==> config.mk <==
export PLATFORM = sky130hd
export DESIGN_NAME = pulse_filter
export DESIGN_NICKNAME = d
export VERILOG_FILES = /design/src/rtl/pulse_filter_pkg.sv /design/src/rtl/sync_ff.sv /design/src/rtl/pulse_filter.sv
export SDC_FILE = /design/constraint.sdc
export NUM_CORES = 1
export LEC_CHECK = 0
export CAP_MARGIN = 10
export CORE_MARGIN = 2
export CORE_UTILIZATION = 45
export DETAILED_ROUTE_END_ITERATION = 8
export MAX_ROUTING_LAYER = met4
export PLACE_DENSITY = 0.77
export SETUP_SLACK_MARGIN = 0.15
export SYNTH_ARGS = -nofsm -noshare
export SYNTH_HDL_FRONTEND = slang
export SYNTH_SLANG_ARGS = --single-unit
==> constraint.sdc <==
create_clock -name clk_i -period 2 [get_ports clk_i]
set_input_delay 0.4 -clock clk_i [delete_from_list [all_inputs] [get_ports clk_i]]
set_output_delay 0.4 -clock clk_i [all_outputs]
set_load 0.05 [all_outputs]
==> src/rtl/pulse_filter_pkg.sv <==
// Shared types for the pulse filter: FSM states and edge_sel_i encodings.
package pulse_filter_pkg;

  typedef enum logic [1:0] {
    LOW      = 2'd0,
    CHK_HIGH = 2'd1,
    HIGH     = 2'd2,
    CHK_LOW  = 2'd3
  } state_t;

  localparam logic [1:0] EDGE_RISE = 2'b00;
  localparam logic [1:0] EDGE_FALL = 2'b01;
  localparam logic [1:0] EDGE_BOTH = 2'b10;
  localparam logic [1:0] EDGE_NONE = 2'b11;

  // True when a committed edge of the given direction should strobe pulse_o.
  function automatic logic edge_hit(input logic [1:0] sel, input logic rising);
    return (sel == EDGE_BOTH) || (rising ? (sel == EDGE_RISE) : (sel == EDGE_FALL));
  endfunction

endpackage

==> src/rtl/sync_ff.sv <==
// Multi-flop synchronizer for a single asynchronous input bit.
module sync_ff #(
  parameter int STAGES = 2
) (
  input  logic clk_i,
  input  logic rst_n_i,
  input  logic d_i,
  output logic q_o
);

  logic [STAGES-1:0] ff;

  always_ff @(posedge clk_i or negedge rst_n_i) begin
    if (!rst_n_i) ff <= '0;
    else          ff <= {ff[STAGES-2:0], d_i};
  end

  assign q_o = ff[STAGES-1];

endmodule

==> src/rtl/pulse_filter.sv <==
// Debounce filter with edge strobe; glitch counter built only when
// PULSE_FILTER_GLITCH_CNT_EN is defined, otherwise glitch_cnt_o reads 0.
module pulse_filter
  import pulse_filter_pkg::*;
#(
  parameter int SYNC_STAGES = 2,
  parameter int FILT_W      = 8
) (
  input  logic              clk_i,
  input  logic              rst_n_i,
  input  logic              sig_i,
  input  logic [FILT_W-1:0] filt_len_i,
  input  logic [1:0]        edge_sel_i,
  output logic              level_o,
  output logic              pulse_o,
  output logic [7:0]        glitch_cnt_o
);

  logic              sync;
  state_t            state_q, state_d;
  logic [FILT_W-1:0] cnt_q, cnt_d;
  logic              level_q, level_d;
  logic              pulse_q, pulse_d;
  logic              glitch_inc;

  sync_ff #(.STAGES(SYNC_STAGES)) u_sync (
    .clk_i   (clk_i),
    .rst_n_i (rst_n_i),
    .d_i     (sig_i),
    .q_o     (sync)
  );

  always_ff @(posedge clk_i or negedge rst_n_i) begin
    if (!rst_n_i) begin
      state_q <= LOW;
      cnt_q   <= '0;
      level_q <= 1'b0;
      pulse_q <= 1'b0;
    end else begin
      state_q <= state_d;
      cnt_q   <= cnt_d;
      level_q <= level_d;
      pulse_q <= pulse_d;
    end
  end

  // Counter only advances while below the live threshold, so it cannot wrap.
  always_comb begin
    state_d    = state_q;
    cnt_d      = cnt_q;
    level_d    = level_q;
    pulse_d    = 1'b0;
    glitch_inc = 1'b0;
    case (state_q)
      LOW: if (sync) begin
        state_d = CHK_HIGH;
        cnt_d   = '0;
      end
      HIGH: if (!sync) begin
        state_d = CHK_LOW;
        cnt_d   = '0;
      end
      CHK_HIGH: begin
        if (sync) begin
          if (cnt_q >= filt_len_i) begin
            state_d = HIGH;
            level_d = 1'b1;
            pulse_d = edge_hit(edge_sel_i, 1'b1);
          end else begin
            cnt_d = cnt_q + 1'b1;
          end
        end else begin
          state_d    = LOW;
          glitch_inc = 1'b1;
        end
      end
      CHK_LOW: begin
        if (!sync) begin
          if (cnt_q >= filt_len_i) begin
            state_d = LOW;
            level_d = 1'b0;
            pulse_d = edge_hit(edge_sel_i, 1'b0);
          end else begin
            cnt_d = cnt_q + 1'b1;
          end
        end else begin
          state_d    = HIGH;
          glitch_inc = 1'b1;
        end
      end
      default: state_d = LOW;
    endcase
  end

  assign level_o = level_q;
  assign pulse_o = pulse_q;

`ifdef PULSE_FILTER_GLITCH_CNT_EN
  logic [7:0] glitch_q;

  always_ff @(posedge clk_i or negedge rst_n_i) begin
    if (!rst_n_i)                           glitch_q <= 8'h00;
    else if (glitch_inc && glitch_q != 8'hff) glitch_q <= glitch_q + 8'd1;
  end

  assign glitch_cnt_o = glitch_q;
`else
  logic glitch_unused;
  assign glitch_unused = glitch_inc;
  assign glitch_cnt_o  = 8'h00;
`endif

endmodule

==> flow_summary.ini <==
[synth]
synth-simple-area-share_pct = 18.8
synth_area_sq_um = 1060
ys.flop_type = dfrtp_1
synth_xor_area_share_pct = 1.66
synth_compound_area_share_pct = 19.5
yosysUniqueCellTypes = 36
synth_top_family_by_area = compound AO/OA/AOI/OAI gates
ys_ff_latch = 14
synthCells = 122
syn_area_per_cell_sq_um = 8.67
synth_warnings = 0
synth_edf_count = 0
async_reset_ff_share_pct = 100
synth_fa_ha_area_share_pct = 13.0
synthMuxAreaShare_pct = 1.07
yosysSeqAreaShare_pct = 33.1

[cts]
clock_tree.root_cell = clkbuf_4
cts.htree.levels = 1
clock_sinks = 14
cts_made_buffers = 3
clkLatencyLatePin_ns = 0.30
cts_hold_buf = 0
cts_buffer_depth = 2
cts_tree = built
clk_pin_slew_ns = 0.09

[critical_path]
cp.required_ns = 2.19
setup.worst_path.end_class = flop
path_class = flop to flop
startpoint_type = flop
crit_fanout = 4
arrival_ns = 2.14

[pwr]
ir_drop_mv = 0.830
leakagePower_nw = 0.724
p_per_area_nw_per_um2 = 908

[floorplan]
dieWidth_microns = 52.5
pin_count = 23
core_sq_um = 2210
die_h_microns = 52.5
rows = 17
initial_utilization_pct = 47.8
dieArea_sq_um = 2750

[layout]
nFillCells = 173
final_nets = 182
stdcell_area_sq_um = 1560
area_growth_pct = 47.8
layout-drive-gt1-share_pct = 36.3
n_antenna_cell = 0
instances_no_fill = 185

[global_route]
grt_usage_pct = 23.2
grt_antenna_before_repair = 0
grt_max_degree = 15
grt_pass1_wl_microns = 4490
grt_overflow = 0
grt_pass1_vias = 1039

[min_path]
min_path_type = flop to flop

[timing]
layout_min_cycle_time_ns = 1.95
clock_skew_ns = 0.00868
finalHoldViolCount = 0
setup_viol = 0
fmax_mhz = 512
worstMarginPinSlew_ns = 0.683
drv_slew = 0
setup_tns_ns = 0
rsz0062_at_grt = true
post-route-period-util_pct = 97.7
max_slew_margin_pct = 54.3

[placed_design]
place_inst = 174
io_buffers = 14
globalplace.congestion = 0.839
hpwl_microns = 1730
dpl-instance-area_sq_um = 1300

[drt]
drtPass1Iterations = 4
wirelength_microns = 2860
post_drt_wl_per_cell_microns = 15.4
drc = 0
vias = 1056
vias_per_cell = 5.71
drt_iter0_markers = 24
ant_nets = 0

[flow_run]
maxCapViolations = 0

[outcome]
status = completed
-- sequential cells by signal, summed over array words and instances (netlist names), named ones only --
register and flops:
cnt_q 8, u_sync.ff 2, level_o 1, pulse_o 1
state_q 1
-- cell type report --
cell class	count	area [sq um]	area share, %
Multi-Input combinational cell	90	788	50.4
Sequential cell	14	350	22.4
Timing Repair Buffer	36	304	19.5
Clock buffer	4	36.3	2.32
Inverter	13	48.8	3.12
Tap cell	28	35.0	2.24
-- power breakdown --
part / internal (mW) / switching [mW] / leakage [nW] / total (mW)
Clock: 0.111 / 0.103 / 0.0210 / 0.214
Sequential: 0.345 / 0.0863 / 0.180 / 0.431
Combinational: 0.335 / 0.439 / 0.523 / 0.774
-- layout by cell type, fill, tap and decap left out, types with 4 or more instances in the layout --
cell and count:
buf_4 20, dfrtp_1 14, nand2_1 10, nand3_1 9, dlygate4sd2_1 9, conb_1 8, inv_1 7, inv_2 6
ha_1 6, ha_4 5, o211ai_1 4, nor3_2 4, clkdlybuf4s50_1 4
-- Yosys cell counts (2+ instances only) --
master	instances	share of area (%)
nand2_1	10	3.6
or3_1	2	1.2
o21ai_1	3	1.4
nand4_1	2	1.2
and3_1	4	2.4
nor3_1	6	2.8
o211ai_1	4	2.8
nand3_1	9	4.3
buf_4	8	5.7
a21oi_1	5	2.4
ha_1	11	13
clkbuf_1	2	0.71
nor2_1	2	0.71
dfrtp_1	14	33
inv_1	13	4.6
o311ai_1	3	2.5
buf_2	3	1.4
or4_1	2	1.4
o21a_1	2	1.4
-- kinds of logic after synthesis --
family | count (synthesis)
DFF | 14
AOI/OAI and AO/OA | 28
muxes | 1
adders and majority gates | 11
xor gates and xnor gates | 2
and+or+nand+nor | 39
other | 1
buffers and inverters | 26
-- metrics by stage --
stage                     util, %  power, mW  setup WS (ns)  hold slack, ns
after CTS                    67.4       1.33         0.0660           0.363
after detailed placement     58.9       1.01         -0.505           0.343
after global placement       58.9      0.976         -0.442           0.342
final                        70.6       1.42         0.0464           0.359
after floorplan                 -      0.811         0.0705           0.104
after global routing         70.6       1.52        -0.0448           0.365
-- per-layer routing --
layer	track usage (%)	routed length (microns)
met5	-	0
met4	9.40	46
met3	5.43	116
met2	39.8	1470
met1	25.9	1230
-- worst paths after layout --
check                              from           end  slack [ns]  depth (start not counted)
min                        u_sync.ff[0]  u_sync.ff[1]        0.36                          0
max                            cnt_q[1]      cnt_q[4]        0.05                          8
min in group asynchronous       rst_n_i      cnt_q[2]        0.51                          1
min reg2reg                u_sync.ff[0]  u_sync.ff[1]        0.36                          0
max reg2reg                    cnt_q[1]      cnt_q[4]        0.05                          8
max in group asynchronous       rst_n_i       level_o        1.05                          1
-- worst max-delay path, cell delays in order (launching register included) --
cell,delay (ns)
dfrtp_1,0.39
ha_1,0.29
nor2b_1,0.13
o211ai_1,0.10
buf_4,0.16
buf_6,0.12
a31oi_4,0.28
nor3_2,0.08
a221o_1,0.31
-- repair_timing --
item                                    CTS  global route
hold endpoints to repair                  0             0
pin swaps                                18            10
cloned                                    1             0
buffers inserted                          5             1
gates resized for setup                  28            13
endpoints found under the setup margin   14            11
No activity file was read; power rests on OpenSTA's default activity.
